**src/rtl/beep_tone_player.sv**
```systemverilog
// Debounced 4-key note decoder driving a PWM passive buzzer with run-time volume and octave.
// Define AUTO_PLAY_EN to add the play_start input and the built-in 8-note scale sequencer.
module beep_tone_player #(
  parameter int unsigned CLK_FREQ_HZ  = 50_000_000,
  parameter int unsigned CNT_W        = 18,
  parameter int unsigned DEBOUNCE_CYC = 1_000_000,
  parameter int unsigned GAP_CYC      = 500_000
`ifdef AUTO_PLAY_EN
  , parameter int unsigned NOTE_LEN_CYC = 12_500_000
`endif
) (
  input  logic       sys_clk,
  input  logic       rst_n,
  input  logic [3:0] key,
  input  logic [3:0] volume,
  input  logic [1:0] octave,
`ifdef AUTO_PLAY_EN
  input  logic       play_start,
`endif
  output logic       beep,
  output logic [3:0] led,
  output logic [2:0] note_idx,
  output logic       busy
);

  localparam int unsigned DB_W     = (DEBOUNCE_CYC > 1) ? $clog2(DEBOUNCE_CYC) : 1;
  localparam int unsigned GAP_W    = (GAP_CYC > 1) ? $clog2(GAP_CYC) : 1;
  localparam int unsigned GAP_LAST = (GAP_CYC > 0) ? GAP_CYC - 1 : 0;
  localparam int unsigned PRD_W    = CNT_W + 4;

  localparam logic [CNT_W-1:0] DIV_DO = CNT_W'(CLK_FREQ_HZ / 262);
  localparam logic [CNT_W-1:0] DIV_RE = CNT_W'(CLK_FREQ_HZ / 294);
  localparam logic [CNT_W-1:0] DIV_MI = CNT_W'(CLK_FREQ_HZ / 330);
  localparam logic [CNT_W-1:0] DIV_FA = CNT_W'(CLK_FREQ_HZ / 349);
  localparam logic [CNT_W-1:0] DIV_SO = CNT_W'(CLK_FREQ_HZ / 392);
  localparam logic [CNT_W-1:0] DIV_LA = CNT_W'(CLK_FREQ_HZ / 440);
  localparam logic [CNT_W-1:0] DIV_XI = CNT_W'(CLK_FREQ_HZ / 494);

  typedef enum logic [1:0] {S_IDLE, S_TONE, S_GAP} state_e;

  logic [3:0]        sync_q1, sync_q2;
  logic [DB_W-1:0]   db_cnt [4];
  logic [2:0]        key_note, note_req;
  state_e            state_q, state_d;
  logic [CNT_W-1:0]  cnt_q, cnt_d, per_q, per_d, thr_d;
  logic [GAP_W-1:0]  gap_q, gap_d;
  logic [2:0]        note_q, note_d;
  logic              per_end;

  // Period for a note/octave pair, clamped so the PWM counter always has two phases.
  function automatic logic [CNT_W-1:0] calc_per(input logic [2:0] n, input logic [1:0] o);
    logic [CNT_W-1:0] d, p;
    case (n)
      3'd2:    d = DIV_RE;
      3'd3:    d = DIV_MI;
      3'd4:    d = DIV_FA;
      3'd5:    d = DIV_SO;
      3'd6:    d = DIV_LA;
      3'd7:    d = DIV_XI;
      default: d = DIV_DO;
    endcase
    p = d >> o;
    return (p < CNT_W'(2)) ? CNT_W'(2) : p;
  endfunction

  // Key synchroniser and per-key stability counters; led holds the inverted debounced keys.
  always_ff @(posedge sys_clk or negedge rst_n) begin
    if (!rst_n) begin
      sync_q1 <= 4'hF;
      sync_q2 <= 4'hF;
      led     <= 4'h0;
      for (int i = 0; i < 4; i++) db_cnt[i] <= '0;
    end else begin
      sync_q1 <= key;
      sync_q2 <= sync_q1;
      for (int i = 0; i < 4; i++) begin
        if (sync_q2[i] == ~led[i]) begin
          db_cnt[i] <= '0;
        end else if (db_cnt[i] == DB_W'(DEBOUNCE_CYC - 1)) begin
          db_cnt[i] <= '0;
          led[i]    <= ~sync_q2[i];
        end else begin
          db_cnt[i] <= db_cnt[i] + DB_W'(1);
        end
      end
    end
  end

  always_comb begin
    key_note = 3'd0;
    case (~led)
      4'b0111: key_note = 3'd1;
      4'b1011: key_note = 3'd2;
      4'b1101: key_note = 3'd3;
      4'b1110: key_note = 3'd4;
      4'b0011: key_note = 3'd5;
      4'b0101: key_note = 3'd6;
      4'b0110: key_note = 3'd7;
      default: key_note = 3'd0;
    endcase
  end

`ifdef AUTO_PLAY_EN
  localparam int unsigned LEN_W = (NOTE_LEN_CYC > 1) ? $clog2(NOTE_LEN_CYC) : 1;

  logic             play_q, seq_on;
  logic [2:0]       seq_step;
  logic [LEN_W-1:0] seq_len;

  // Scale sequencer: 1..7 then 1 again; any debounced key press hands control back to the keys.
  always_ff @(posedge sys_clk or negedge rst_n) begin
    if (!rst_n) begin
      play_q   <= 1'b0;
      seq_on   <= 1'b0;
      seq_step <= 3'd0;
      seq_len  <= '0;
    end else begin
      play_q <= play_start;
      if (led != 4'h0) begin
        seq_on <= 1'b0;
      end else if (!seq_on && play_start && !play_q && state_q == S_IDLE) begin
        seq_on   <= 1'b1;
        seq_step <= 3'd0;
        seq_len  <= '0;
      end else if (seq_on) begin
        if (seq_len == LEN_W'(NOTE_LEN_CYC - 1)) begin
          seq_len <= '0;
          if (seq_step == 3'd7) seq_on <= 1'b0;
          else                  seq_step <= seq_step + 3'd1;
        end else begin
          seq_len <= seq_len + LEN_W'(1);
        end
      end
    end
  end

  assign note_req = !seq_on ? key_note : (seq_step == 3'd7) ? 3'd1 : seq_step + 3'd1;
`else
  assign note_req = key_note;
`endif

  assign per_end = (cnt_q == per_q - CNT_W'(1));

  always_ff @(posedge sys_clk or negedge rst_n) begin
    if (!rst_n) begin
      state_q  <= S_IDLE;
      cnt_q    <= '0;
      per_q    <= '0;
      gap_q    <= '0;
      note_q   <= 3'd0;
      beep     <= 1'b0;
      note_idx <= 3'd0;
      busy     <= 1'b0;
    end else begin
      state_q  <= state_d;
      cnt_q    <= cnt_d;
      per_q    <= per_d;
      gap_q    <= gap_d;
      note_q   <= note_d;
      beep     <= (state_d == S_TONE) && (cnt_d < thr_d);
      note_idx <= (state_d == S_TONE) ? note_d : 3'd0;
      busy     <= (state_d != S_IDLE);
    end
  end

  // Note/octave change only at a period boundary, so every started period runs to completion.
  always_comb begin
    state_d = state_q;
    cnt_d   = cnt_q;
    per_d   = per_q;
    gap_d   = gap_q;
    note_d  = note_q;
    case (state_q)
      S_IDLE: begin
        cnt_d = '0;
        if (note_req != 3'd0) begin
          note_d  = note_req;
          per_d   = calc_per(note_req, octave);
          state_d = S_TONE;
        end
      end
      S_TONE: begin
        if (!per_end) begin
          cnt_d = cnt_q + CNT_W'(1);
        end else begin
          cnt_d = '0;
          if (note_req == note_q) begin
            per_d = calc_per(note_q, octave);
          end else if (note_req == 3'd0) begin
            state_d = S_IDLE;
          end else if (GAP_CYC > 0) begin
            state_d = S_GAP;
            gap_d   = '0;
          end else begin
            note_d = note_req;
            per_d  = calc_per(note_req, octave);
          end
        end
      end
      S_GAP: begin
        if (gap_q == GAP_W'(GAP_LAST)) begin
          if (note_req != 3'd0) begin
            note_d  = note_req;
            per_d   = calc_per(note_req, octave);
            state_d = S_TONE;
          end else begin
            state_d = S_IDLE;
          end
        end else begin
          gap_d = gap_q + GAP_W'(1);
        end
      end
      default: state_d = S_IDLE;
    endcase
  end

  // High time follows the live volume; the product keeps 4 guard bits before the >>5.
  assign thr_d = CNT_W'((PRD_W'(per_d) * PRD_W'(volume)) >> 5);

endmodule
```
**config.mk**
```make
export PLATFORM = sky130hd
export DESIGN_NAME = beep_tone_player
export DESIGN_NICKNAME = d
export VERILOG_FILES = /design/src/rtl/beep_tone_player.sv
export SDC_FILE = /design/constraint.sdc
export NUM_CORES = 1
export LEC_CHECK = 0
export CAP_MARGIN = 40
export CORE_AREA = 2 2 167 169
export DETAILED_ROUTE_END_ITERATION = 6
export DIE_AREA = 0 0 169 171
export MAX_ROUTING_LAYER = met4
export SLEW_MARGIN = 5
export SYNTH_ARGS = -nofsm -noshare
export SYNTH_HDL_FRONTEND = slang
export SYNTH_SLANG_ARGS = --single-unit
```
**constraint.sdc**
```tcl
create_clock -name sys_clk -period 9.9 [get_ports sys_clk]
set_clock_uncertainty 0.1 [all_clocks]
set_input_delay 1.98 -clock sys_clk [delete_from_list [all_inputs] [get_ports sys_clk]]
set_output_delay 1.98 -clock sys_clk [all_outputs]
set_load 0.05 [all_outputs]
```
==> results by group <==
Timing
  – Count of pins over their slew limit: 0
  – Final period utilization: a little under 90%
  – Worst-Margin Slew: 0.894 ns
  – Setup tns final: 0 ns
  – Worst setup margin: between 1 and 1.5 ns
  – Tmin final: 8.64 ns
  – Final Hold Viols: 0
  – RSZ-0062 raised after global routing: false
  – FMAX: 0.116 GHz
  – Relative slew slack: 38.9%
  – Hold WS: ~0.26 ns
  – Finish-stage setup viols: 0

Finish
  – Total Nets Final: about 1600
  – N_diodes: 0
  – P&R area growth vs syn: 8.68%
  – Multi-input logic area: around 7500 um^2
  – Filler cells: 2678
  – Seq. cell area: slightly below 4000 um^2
  – Fraction of layout instances using a drive strength above 1: 5.80%

Global routing
  – Global-route usage over all layers: between 20% and 30%
  – First-pass GRT wire length: 52300 um
  – Largest net degree at the start of global routing: 86
  – Remaining global-route overflow: 0
  – Number of global-route vias before repair: 10000
  – Initial antenna violation count: 0

Die
  – Die W: 169 um
  – Row Count: 61
  – Die Span Y: 171 um
  – Core Area: about 27000 um^2
  – Die footprint: 28900 um^2
  – Top Ports: 21
  – Initial Utilization: 44.3%

Power and ir drop
  – Sequential share of power: between 40% and 50%
  – Cell internal pwr: 1110 uW
  – Pwr Total: about 1600 uW
  – Pwr dens: 121 nW/um^2
  – Clock power frac: 42.2%
  – NetSw: 472 uW
  – Leakage: 0.00588 uW
  – Sw frac: 29.8%
  – Comb power frac: around 16%
  – Worst vdd ir: 0.0944 mV

Synthesis
  – Syn Area/Cell: 8.13 um^2
  – Mapped Cells: 1488
  – EDFF count, synth: 0
  – Netlist Area Pre-Place: 12100 um^2
  – Library cells used by synthesis: 86
  – Synth Flop Type: dfrtp_1
  – Synth warn: 0
  – Async set-reset flop share out of synthesis: 100%
  – Seq/Total Area, Yosys: 32.6%
  – Syn nets: 1578
  – Seq cells post-synth: approximately 160

Route
  – DR WL/cell: 17.3 um
  – DR vias/cell: slightly below 6
  – Initial drt markers: 889
  – Drt total wl: 31600 um
  – Pre-Repair DR Iteration Count: 6
  – Via count: 10600
  – DRC: 0
  – Antenna Nets Post-Route: 0

Worst hold path
  – Tightest Hold Check Type: reg -> reg

Critical path
  – Delay-heaviest family, CP: compound AO/OA/AOI/OAI gates
  – Crit path kind: in -> reg
  – Crit-path max cell delay: 0.57 ns
  – Startpoint Class: input pin
  – Worst Path Buf+Inv: 4
  – Crit end category: flop
  – Worst path arrival time: 8.89 ns
  – Worst Path Max Fanout: 22
  – Slowest-stage cell, CP: fa_1
  – Critical path required time: 10.15 ns

Clock network
  – Largest buffer count on any clock path: 2
  – Clock sinks: 157
  – Hold-fix buffers at CTS: 0
  – H-tree levels: 4
  – Clock buffer count from CTS: 17
  – CTS tree: built
  – Root Buffer: clkbuf_16
  – Post-CTS setup buffers: 0
  – Post_cts resized: 0
  – Worst-Skew Late Latency: 0.43 ns
  – CTS clk-pin slew, worst paths: roughly 0.08 ns

Placed design
  – Pre-CTS setup slack: 0.845 ns
  – Detailed Place HPWL: 23000 um
  – Port Buffers: 20
  – GPL Wtd Cong: roughly 0.94

Run
  – Total of max-cap violations: 0

Status
  – Outcome: finished, final reports clean
-- sequential cells by signal, indices dropped and copies added (netlist names) --
register  cells
sync_q2       4
note_q        3
per_q        18
busy          1
state_q       2
led           4
db_cnt       80
beep          1
sync_q1       4
note_idx      3
cnt_q        18
gap_q        19
-- per-stage QoR --
| step | cells | utilization (%) | area, um^2 |
|---|---|---|---|
| 2_1_floorplan | 1488 | - | 12100 |
| 3_3_place_gp | 1796 | 45.9 | 12500 |
| 3_5_place_dp | 1797 | 46.0 | 12600 |
| 4_1_cts | 1829 | 48.1 | 13100 |
| 5_1_grt | 1829 | 48.1 | 13100 |
| 6_report | 1829 | 48.1 | 13100 |
-- power by group through the flow --
stage	clock (uW)	sequential, uW	combinational [uW]
2_1_floorplan	0	666	193
3_3_place_gp	0	669	255
3_5_place_dp	0	669	261
4_1_cts	685	657	263
5_1_grt	716	658	300
6_report	668	657	260
-- layer usage --
| layer | global-route usage [%] | share of wire (%) | vias to the layer above |
|---|---|---|---|
| met1 | 30.8 | 45 | 5117 |
| met2 | 36.3 | 46 | 331 |
| li1 | - | - | 5125 |
| met4 | 7.62 | 2.8 | 0 |
| met3 | 3.33 | 6.0 | 64 |
| met5 | - | 0 | - |
-- placed cells by master, fill, tap and decap left out, drive strengths merged, types with 13 or more instances in the layout --
master         instances
nand4                 15
clkbuf                19
nor4                  13
nor3                  26
dfrtp                149
ha                    47
and2                  26
nand2                152
buf                   17
or3                   26
and3                  41
o21ai                104
xor2                  61
xnor2                 59
nand3                 48
clkdlybuf4s50         17
inv                  104
fa                    31
a21oi                 92
nor2b                 17
o22ai                 17
nor2                 211
-- worst paths after layout --
path / startpoint / to / slack, ns / depth (start not counted)
setup / recovery: octave[0] / beep / 1.26 / 32
hold / removal: sync_q1[1] / sync_q2[1] / 0.26 / 0
setup reg to reg: per_q[0] / beep / 1.39 / 31
hold reg to reg: sync_q1[1] / sync_q2[1] / 0.26 / 0
max in group asynchronous: rst_n / sync_q2[3] / 7.09 / 3
min in group asynchronous: rst_n / db_cnt[50] / 1.48 / 1
-- final cells by class --
type                    count  share of cell area (%)
clock buffers              19                    3.29
multi-input cells        1160                    57.1
clock inverters            13                    1.13
inverters                 100                    2.86
well taps                 346                    3.29
repair buffers             34                    2.41
flip-flops and latches    157                    30.0
-- worst register-to-register path, delay by kind of cell (launching register included) --
| family | cells | cell delay, ns |
|---|---|---|
| flops | 1 | 0.52 |
| xor+xnor | 1 | 0.16 |
| compound gates | 9 | 2.04 |
| buf+inv | 2 | 0.10 |
| simple gates | 15 | 3.84 |
| fa+ha+maj | 4 | 1.64 |
-- synthesized netlist by cell type, types with 7 or more instances --
library cell / count / share of area, %
nor4_1: 11 / 0.57
a21oi_1: 90 / 3.7
a211oi_1: 11 / 0.68
and2_1: 26 / 1.3
nor3_1: 24 / 0.99
clkbuf_1: 56 / 1.7
or3_1: 26 / 1.3
o22ai_1: 17 / 0.88
ha_1: 47 / 4.9
and3_1: 41 / 2.1
inv_1: 94 / 2.9
nand2b_1: 11 / 0.57
or2_2: 7 / 0.36
buf_1: 10 / 0.31
nand2_1: 152 / 4.7
o31ai_1: 7 / 0.43
nor2_1: 210 / 6.5
xnor2_1: 59 / 4.3
dfrtp_1: 149 / 31
a22oi_1: 10 / 0.62
nor2b_1: 16 / 0.83
a31oi_1: 11 / 0.57
fa_1: 31 / 5.1
xor2_1: 61 / 4.4
nand3_1: 47 / 1.9
a21o_1: 12 / 0.74
nand4_1: 15 / 0.78
o21ai_0: 99 / 4.1
dfstp_2: 8 / 1.7
-- logic make-up after synthesis --
kind of cell / Yosys count / share of synthesized area [%]
and+or+nand+nor: 629 / 25.4
AOI/OAI and AO/OA: 327 / 17.4
buffers and inverters: 171 / 5.43
DFF: 157 / 32.6
xor gates and xnor gates: 120 / 8.69
adders and majority gates: 78 / 9.99
muxes: 6 / 0.507
No activity file was read; power rests on OpenSTA's default activity.
